File: config.mk
export PLATFORM = sky130hd
export DESIGN_NAME = rr_mux2_stream
export DESIGN_NICKNAME = d
export VERILOG_FILES = /design/src/rtl/rr_mux2_stream.sv
export SDC_FILE = /design/constraint.sdc
export NUM_CORES = 1
export LEC_CHECK = 0
export BUFFER_PORTS_ARGS = -buffer_cell sky130_fd_sc_hd__buf_2
export CORE_MARGIN = 3
export CORE_UTILIZATION = 37
export DETAILED_ROUTE_END_ITERATION = 7
export PLACE_DENSITY = 0.82
export SYNTH_ARGS = -nofsm -noshare
export SYNTH_HDL_FRONTEND = slang
export SYNTH_SLANG_ARGS = --single-unit
File: constraint.sdc
create_clock -name clk -period 1.4 [get_ports clk]
set_clock_uncertainty 0.2 [all_clocks]
set_input_delay 0.28 -clock clk [delete_from_list [all_inputs] [get_ports clk]]
set_output_delay 0.28 -clock clk [all_outputs]
set_load 0.01 [all_outputs]
File: src/rtl/rr_mux2_stream.sv
// Round-robin front-end for the 2:1 data mux: arbitrates two valid/ready streams
// with a per-source burst limit and registers the winning beat and its source.
module rr_mux2_stream #(
    parameter int WIDTH = 8,
    parameter int BURST = 1
) (
    input  logic             clk,
    input  logic             rst_n,
    input  logic [WIDTH-1:0] d0,
    input  logic             d0_valid,
    output logic             d0_ready,
    input  logic [WIDTH-1:0] d1,
    input  logic             d1_valid,
    output logic             d1_ready,
    output logic [WIDTH-1:0] y,
    output logic             sel,
    output logic             y_valid,
    input  logic             y_ready
);

    localparam int CNT_W = (BURST > 1) ? $clog2(BURST) : 1;
    localparam logic [CNT_W-1:0] CNT_MAX = CNT_W'(BURST - 1);

    // Handshake: a beat moves on a source when its valid and ready are both high
    // at a rising edge; y moves downstream when y_valid and y_ready are both high.
    logic [WIDTH-1:0] y_q, y_d;
    logic             sel_q, sel_d;
    logic             y_valid_q, y_valid_d;
    logic             last_sel_q, last_sel_d;
    logic [CNT_W-1:0] burst_cnt_q, burst_cnt_d;

    logic load;
    logic grant;
    logic accept;

    always_comb begin
        load = !y_valid_q | y_ready;

        if (d0_valid & d1_valid) begin
            grant = (burst_cnt_q == CNT_MAX) ? ~last_sel_q : last_sel_q;
        end else begin
            grant = d1_valid;
        end

        // Readys are held low while reset is asserted so no source sees an accept.
        d0_ready = rst_n & load & d0_valid & ~grant;
        d1_ready = rst_n & load & d1_valid & grant;
        accept   = d0_ready | d1_ready;

        y_d         = y_q;
        sel_d       = sel_q;
        y_valid_d   = y_valid_q;
        last_sel_d  = last_sel_q;
        burst_cnt_d = burst_cnt_q;

        if (accept) begin
            y_d       = grant ? d1 : d0;
            sel_d     = grant;
            y_valid_d = 1'b1;
            if (grant == last_sel_q) begin
                if (burst_cnt_q != CNT_MAX) begin
                    burst_cnt_d = burst_cnt_q + CNT_W'(1);
                end
            end else begin
                last_sel_d  = grant;
                burst_cnt_d = '0;
            end
        end else if (y_ready) begin
            y_valid_d = 1'b0;
        end
    end

    // Reset state makes the first contended grant go to d0.
    always_ff @(posedge clk or negedge rst_n) begin
        if (!rst_n) begin
            y_q         <= '0;
            sel_q       <= 1'b0;
            y_valid_q   <= 1'b0;
            last_sel_q  <= 1'b1;
            burst_cnt_q <= CNT_MAX;
        end else begin
            y_q         <= y_d;
            sel_q       <= sel_d;
            y_valid_q   <= y_valid_d;
            last_sel_q  <= last_sel_d;
            burst_cnt_q <= burst_cnt_d;
        end
    end

    assign y       = y_q;
    assign sel     = sel_q;
    assign y_valid = y_valid_q;

endmodule

==> results of run 1 <==
## logic make-up (layout without fill, tap and decap cells)
logic type / after synthesis / in the layout / share of synthesized area
AOI/OAI and AO/OA: 22 / 22 / 0.329
DFF: 11 / 11 / 0.494
and+or+nand+nor: 8 / 8 / 0.134
buffers and inverters: 4 / 48 / 0.0425
## stage by stage
step | hold WS [ns] | total power, W | setup slack (ns) | std cells
2_1_floorplan | -0.216 | 0.000610 | 0.0166 | 45
3_3_place_gp | 0.0376 | 0.000757 | -0.0151 | 96
3_5_place_dp | 0.0393 | 0.000767 | -0.0620 | 96
4_1_cts | 0.100 | 0.00101 | -0.283 | 102
5_1_grt | 0.0967 | 0.00113 | -0.357 | 104
6_report | 0.103 | 0.00107 | -0.307 | 104
## synth_stat cells (all sizes together)
cell,number
a211o,1
a21bo,1
a21boi,1
a2bb2oi,8
a31oi,2
buf,2
dfrtp,10
dfstp,1
inv,2
nand2b,1
nor2,2
nor2b,2
nor3,2
nor4,1
o21ai,1
o32ai,8
## flip-flops by register name (all words and copies together), names as in the netlist
name and flops:
sel 1, y 8, y_valid 1, last_sel_q 1
## final timing paths
path / from / cells after the start / to
worst max-delay path: last_sel_q / 3 / d1_ready
worst min-delay path: d1[5] / 3 / y[5]
worst max register to register: last_sel_q / 4 / sel
worst min register to register: y[3] / 1 / y[3]
max in group asynchronous: rst_n / 3 / y[7]
min in group asynchronous: rst_n / 3 / y[4]
## metal layers
metal	share of wire	track usage	routed length [um]
met3	0.078	0.0518	132
met2	0.47	0.287	787
met5	0	0	0
met1	0.43	0.211	729
met4	0.025	0.0526	42
## critical path, delay by kind of cell (launching register included)
kind	cells	cell delay (ns)
buffers and inverters	1	0.15
and+or+nand+nor	1	0.16
DFF	1	0.40
AOI/OAI and AO/OA	1	0.23
## cell type report
class | count | area share
inverter | 2 | 0.00801
clock buffer | 4 | 0.0280
timing repair buffer | 42 | 0.279
tap | 15 | 0.0200
multi-input combinational | 30 | 0.370
sequential | 11 | 0.295
## power by group
| part | internal, W | total, W | switching [W] |
|---|---|---|---|
| Sequential | 0.000386 | 0.000431 | 0.0000449 |
| Clock | 0.000111 | 0.000230 | 0.000119 |
| Combinational | 0.000223 | 0.000410 | 0.000187 |
## timing repair
item	in CTS	in global routing
pin swaps	2	5
buffers inserted	2	3
hold endpoints to repair	11	0
gates resized for setup	3	11
setup endpoints to repair	10	11
hold buffers	1	0
==> results.toml, run 1 <==
[run_status]
status = "complete, but fails checks"
violations = "setup timing"

[drt]
wl_per_cell_um = 16.3
vias = 599
ant_nets = 0
first_iter_violations = 13
vias_per_cell = 5.76
drc = 0
wl_um = 1690
first_pass_iters = 4

[clock_network]
cts_tree = "built"
clock-root-buffer = "clkbuf_4"
htree_levels = 1
clkTransAtPathRegs_ns = 0.08
clk_latency_ns = 0.28
cts_buffers = 3
cts_buffer_depth = 2
clkSinkCount = 11

[global_route]
grt_pass1_vias = 590
grt_use_total = 0.171
antenna_found_initial = 0
overflow = 0
grt_pass1_wl_um = 2480
grt_max_degree = 12

[setup_path]
crit_chain = "a21bo_4 > nor3_4 > buf_2"
critPathLaunchType = "flop"
rrSetupSlack_ns = -0.11
end_kind = "output port"
cp_data_arrival_time_ns = 1.23
worstPathRequired_ns = 0.92
crit_fanout = 3
slowest_stage = "dfstp_2"
slowest_delay_ns = 0.40
setup.worst_path.class = "reg -> out"

[timing]
slew-limit-headroom = 0.647
setup_violations = 11
maxSlewViolCount = 0
hold_violations = 0
setup_ws_ns = -0.307
fin_setup_tns_ns = -1.27
worst_slew_pin_slew_ns = 0.528
fin_crit_sh = 1.22
fin_crit_ns = 1.71
fmax_mhz = 586
rsz0062_at_grt = "true"

[synth]
yosysWarnings = 0
synthCells = 45
synth_area_leaders = "dfrtp_1 (45%), a2bb2oi_1 (13%), o32ai_1 (13%), nor3_4 (5.8%), dfstp_2 (4.7%)"
synth_top_cell_by_area = "dfrtp_1"
synth_nets = 66
synth_seq_area_share = 0.494
ys_ff_latch = 11
synth_top_area_share = 0.447
avgSynthCellArea_um2 = 12.4
ys_types = 19
syn_area_um2 = 559

[floorplanning]
start_util = 0.409
die_y_um = 44.9
io_pins = 33
die_area_um2 = 2010
core-area_um2 = 1370
rows = 13
die_w_um = 44.9

[finish]
final_common_cell = "buf_2"
multi_input_area_um2 = 347
finalCoreUtilization = 0.686
nFillCells = 99
finalInstanceArea_um2 = 937
drive_gt1_frac = 0.674
antennaDiodeCount = 0
area_growth_pct = 67.6
final_cell_mix = "buf_2 (32), dfrtp_1 (10), a2bb2oi_1 (6), buf_4 (6), o32ai_1 (4)"
nets = 111
layout.area.seq_um2 = 277

[job]
drv_cap = 0

[power_and_ir_drop]
p_leak_nw = 0.420
vdd.ir_drop.worst_uv = 642
powerDensity_nw_per_um2 = 1140

[placed_design]
io_buffers = 32
dpl_cell_area_um2 = 795
hpwl_um = 1170
place_congestion = 0.663

[hold_path]
min-delay-path-class = "in -> reg"
Note: power is estimated with default switching activity, not from simulation.
==> run 2, diff against run 1 <==
--- a/config.mk
+++ b/config.mk
@@ -7,8 +7,9 @@
 export LEC_CHECK = 0
 export BUFFER_PORTS_ARGS = -buffer_cell sky130_fd_sc_hd__buf_2
+export CAP_MARGIN = 20
 export CORE_MARGIN = 3
-export CORE_UTILIZATION = 37
+export CORE_UTILIZATION = 41
 export DETAILED_ROUTE_END_ITERATION = 7
-export PLACE_DENSITY = 0.82
+export PLACE_DENSITY = 0.85
 export SYNTH_ARGS = -nofsm -noshare
 export SYNTH_HDL_FRONTEND = slang
==> constraint.sdc (replaced) <==
create_clock -name clk -period 1.95 [get_ports clk]
set_clock_uncertainty 0.2 [all_clocks]
set_input_delay 0.39 -clock clk [delete_from_list [all_inputs] [get_ports clk]]
set_output_delay 0.39 -clock clk [all_outputs]
set_load 0.02 [all_outputs]
==> run 2 against run 1 <==
Effect of this change: the run now ends clean; combinational power fell by 40%; routed wire length fell by 14%; sequential power fell by 29%; total power fell by 34%; highest routed layer unchanged; cell count fell by 7.7%; count of clock-buffer cells in the layout did not move; setup slack improved by 0.40 ns; flip-flop and latch count did not move; first-iteration DRC count fell by 38%; sequential share of layout area rose by 5.9 points; global-route usage fell by 0.47 points.
==> results.toml, run 2 (same netlist as run 1, synthesis figures left out) <==
[drt]
first_iter_violations = 8
vias = 561
ant_nets = 0
drc = 0
wl_per_cell_um = 15.2
wl_um = 1460
first_pass_iters = 4
vias_per_cell = 5.84

[clock_network]
htree_levels = 1
clkTransAtPathRegs_ns = 0.07
clkSinkCount = 11
cts_buffers = 3
cts_buffer_depth = 2
clock-root-buffer = "clkbuf_4"
clk_latency_ns = 0.26
cts_tree = "built"
postCtsSetupBuffers = 0

[timing]
fin_crit_ns = 1.86
fin_crit_sh = 0.954
slew-limit-headroom = 0.746
setup_violations = 0
rsz0062_at_grt = "false"
fin_setup_tns_ns = 0
fmax_mhz = 537
maxSlewViolCount = 0
hold_violations = 0
worst_slew_pin_slew_ns = 0.379
setup_ws_ns = 0.0894

[finish]
finalInstanceArea_um2 = 781
multi_input_area_um2 = 268
antennaDiodeCount = 0
final_common_cell = "buf_2"
nets = 104
layout.area.seq_um2 = 277
drive_gt1_frac = 0.561
largest_reg_flops = 8
nFillCells = 109
finalCoreUtilization = 0.658
final_cell_mix = "buf_2 (32), dfrtp_1 (10), o32ai_1 (8), a2bb2oi_1 (8), clkbuf_4 (3)"
area_growth_pct = 39.6

[placed_design]
io_buffers = 32
place_congestion = 0.735
post-place-ws_ns = 0.0937
hpwl_um = 1130
dpl_cell_area_um2 = 736

[floorplanning]
die_y_um = 42.9
die_area_um2 = 1840
core-area_um2 = 1190
start_util = 0.472
io_pins = 33
rows = 12
die_w_um = 42.9

[setup_path]
worstPathRequired_ns = 1.36
critPathLaunchType = "flop"
setup.worst_path.class = "reg -> out"
crit_fanout = 9
worstRegToRegCells = 4
end_kind = "output port"
cp-startpoint = "last_sel_q"
regToRegStartpoint = "last_sel_q"
cp_data_arrival_time_ns = 1.27

[global_route]
grt_pass1_vias = 572
antenna_found_initial = 0
overflow = 0
grt_max_degree = 14
grt_pass1_wl_um = 2340
grt_use_total = 0.167

[hold_path]
min_path_cells = 2
min-delay-path-class = "in -> reg"
hold_start = "d0_valid"

[run_status]
status = "finished clean"

[job]
drv_cap = 0

[power_and_ir_drop]
p_leak_nw = 0.359
powerDensity_nw_per_um2 = 902
vdd.ir_drop.worst_uv = 501
run 2: metrics by stage:
| stage | power (W) | hold WS (ns) | instances |
|---|---|---|---|
| 2_1_floorplan | 0.000465 | -0.106 | 45 |
| 3_3_place_gp | 0.000546 | 0.157 | 91 |
| 3_5_place_dp | 0.000553 | 0.162 | 91 |
| 4_1_cts | 0.000708 | 0.133 | 96 |
| 5_1_grt | 0.000746 | 0.140 | 96 |
| 6_report | 0.000704 | 0.135 | 96 |
run 2: cell type report:
cell class	instances	area share
sequential	11	0.354
clock buffer	4	0.0337
timing repair buffer	35	0.237
inverter	2	0.00962
multi-input combinational	30	0.343
tap	14	0.0224
run 2: worst max-delay path: stages (launching register included):
cell     delay, ns
dfstp_2       0.56
nor2b_2       0.10
nor4_2        0.14
buf_2         0.20
run 2: layer usage:
metal / vias to the layer above / GRT usage / wire length [um]
met5: - / 0 / 0
met1: 273 / 0.220 / 603
met2: 23 / 0.272 / 750
met4: 0 / 0.0542 / 25
li1: 261 / - / -
met3: 4 / 0.0297 / 82
run 2: timing repair:
action / in CTS / in global routing
setup endpoints to repair: 1 / 1
endpoints found under the hold margin: 10 / 0
hold buffers: 1 / 0
gates resized for setup: 1 / 1
run 2: path summary, 6_finish.rpt:
kind,to,slack [ns]
max in group asynchronous,last_sel_q,0.91
worst max-delay path,d0_ready,0.09
worst max register to register,y[5],0.48
worst min-delay path,last_sel_q,0.13
worst min register to register,sel,0.32
min in group asynchronous,y[6],0.42
run 2: power breakdown:
part | leakage (nW) | switching (W) | total, W | internal, W
combinational | 0.225 | 0.000139 | 0.000248 | 0.000109
clock | 0.0150 | 0.0000715 | 0.000151 | 0.0000790
sequential | 0.119 | 0.0000289 | 0.000306 | 0.000277
total | 0.359 | 0.000240 | 0.000704 | 0.000465
==> run 3, diff against run 2 <==
Settings changed: BUFFER_PORTS_ARGS -buffer_cell sky130_fd_sc_hd__buf_2 to unset, CORE_AREA set to 3 3 40 42, CORE_MARGIN 3 to unset, CORE_UTILIZATION 41 to unset, DIE_AREA set to 0 0 43 45, DONT_BUFFER_PORTS set to 1, PLACE_DENSITY 0.85 to 0.65.
==> run 3 against run 2 <==
Effect of this change: largest power group unchanged; first-iteration DRC count down 25%; critical endpoint unchanged; worst hold slack worse by 0.041 ns; clock power about the same; sequential power up 18%; register-to-register slack worse by 0.11 ns; utilization down 17 points; critical path type unchanged; count of clock-buffer cells in the layout unchanged; cell count down 32%; total power down 8.0%.
==> results.toml, run 3 (same netlist as run 1, synthesis figures left out) <==
[global_route]
grt_pass1_vias = 517
grt_pass1_wl_um = 2230
overflow = 0
grt_max_degree = 12
grt_use_total = 0.154
antenna_found_initial = 0

[floorplanning]
io_pins = 33
die_y_um = 45
start_util = 0.435
die_area_um2 = 1940
core-area_um2 = 1280
rows = 13
die_w_um = 43

[drt]
first_pass_iters = 2
first_iter_violations = 6
vias = 445
drc = 0
ant_nets = 0
wl_um = 1330
wl_per_cell_um = 20.4
vias_per_cell = 6.85

[placed_design]
post-place-ws_ns = 0.168
place_congestion = 0.767
hpwl_um = 1000
io_buffers = 0

[setup_path]
cp_data_arrival_time_ns = 1.30
worstPathRequired_ns = 1.36
end_kind = "output port"
slowest_stage = "dfrtp_2"
crit_fanout = 4
critPathLaunchType = "flop"
crit_chain = "nor2b_4 > nor4_2 > buf_4"
slowest_delay_ns = 0.46
setup.worst_path.class = "reg -> out"

[timing]
worst_slew_pin_slew_ns = 0.506
fmax_mhz = 529
hold_violations = 0
setup_violations = 0
slew-limit-headroom = 0.661
rsz0062_at_grt = "false"
fin_setup_tns_ns = 0
whs_ns = 0.0941
setup_ws_ns = 0.0590
fin_crit_sh = 0.970
fin_crit_ns = 1.89
maxSlewViolCount = 0

[clock_network]
htree_levels = 1
clk_latency_ns = 0.26
cts_tree = "built"
clkTransAtPathRegs_ns = 0.06
postCtsSetupBuffers = 0
cts_buffers = 3
clock-root-buffer = "clkbuf_4"
clkSinkCount = 11
cts_buffer_depth = 2

[finish]
drive_gt1_frac = 0.280
antennaDiodeCount = 0
nets = 72
largest_reg_flops = 8
final_common_cell = "dfrtp_1"
final_cell_mix = "dfrtp_1 (9), o32ai_1 (8), a2bb2oi_1 (8)"
area_growth_pct = 11.9

[power_and_ir_drop]
p_sw_w = 0.000226
finalPower_w = 0.000648
swShare = 0.349
p_comb_frac = 0.203
vdd.ir_drop.worst_uv = 378
intPower_w = 0.000422
p_leak_nw = 0.235
seq_power_share = 0.559
powerDensity_nw_per_um2 = 1040
power_frac_clock = 0.238

[job]
drv_cap = 0

[run_status]
status = "finished clean"

[hold_path]
min-delay-path-class = "in -> reg"
[run 3: changes by cell type in the layout (fill, tap and decap cells not counted), sizes merged]
cell         change
dlygate4sd3      +1
buf             -33
[run 3: layout make-up]
type | instances | area [um^2]
clock buffer | 4 | 26.3
tap | 15 | 18.8
fill | 122 | 659
inverter | 2 | 7.51
sequential | 11 | 278
multi-input combinational | 30 | 268
timing repair buffer | 3 | 27.5
[run 3: power by group through the flow]
stage                     clock network, W  registers [W]  logic [W]
after global routing              0.000174       0.000370   0.000146
after detailed placement                 0       0.000365   0.000123
after floorplan                          0       0.000355   0.000110
after global placement                   0       0.000364   0.000115
after CTS                         0.000160       0.000363   0.000133
final                             0.000154       0.000362   0.000131
[run 3: worst paths after layout]
| path | from | cells after the start | slack (ns) | end |
|---|---|---|---|---|
| worst max-delay path | y_valid | 3 | 0.06 | d0_ready |
| worst min-delay path | d1_valid | 2 | 0.09 | last_sel_q |
| worst max register to register | last_sel_q | 3 | 0.37 | sel |
| worst min register to register | last_sel_q | 1 | 0.37 | last_sel_q |
| max in group asynchronous | rst_n | 1 | 0.85 | y_valid |
| min in group asynchronous | rst_n | 1 | 0.32 | y[5] |
[run 3: layer usage]
layer	global-route usage	wire length [um]	vias to the layer above
met4	0.0723	17	0
met5	0	0	-
met1	0.168	520	216
li1	-	-	199
met3	0.0677	152	4
met2	0.260	637	26
[run 3: worst max-delay path, delay by kind of cell, from the launching register on]
family	cells	cell delay [ns]
flops	1	0.46
simple gates	2	0.39
buf+inv	1	0.18
[run 3: what timing repair did]
item / CTS / global route
hold endpoints to repair: 12 / 0
hold buffers: 2 / 0
endpoints found under the setup margin: 1 / 0
resized for setup: 3 / 0
[run 3: metrics by stage]
stage / instances / instance area [um^2] / utilization
floorplan: 45 / 559 / -
global placement: 59 / 569 / 0.443
detailed placement: 59 / 569 / 0.443
CTS: 65 / 626 / 0.487
global route: 65 / 626 / 0.487
finish: 65 / 626 / 0.487
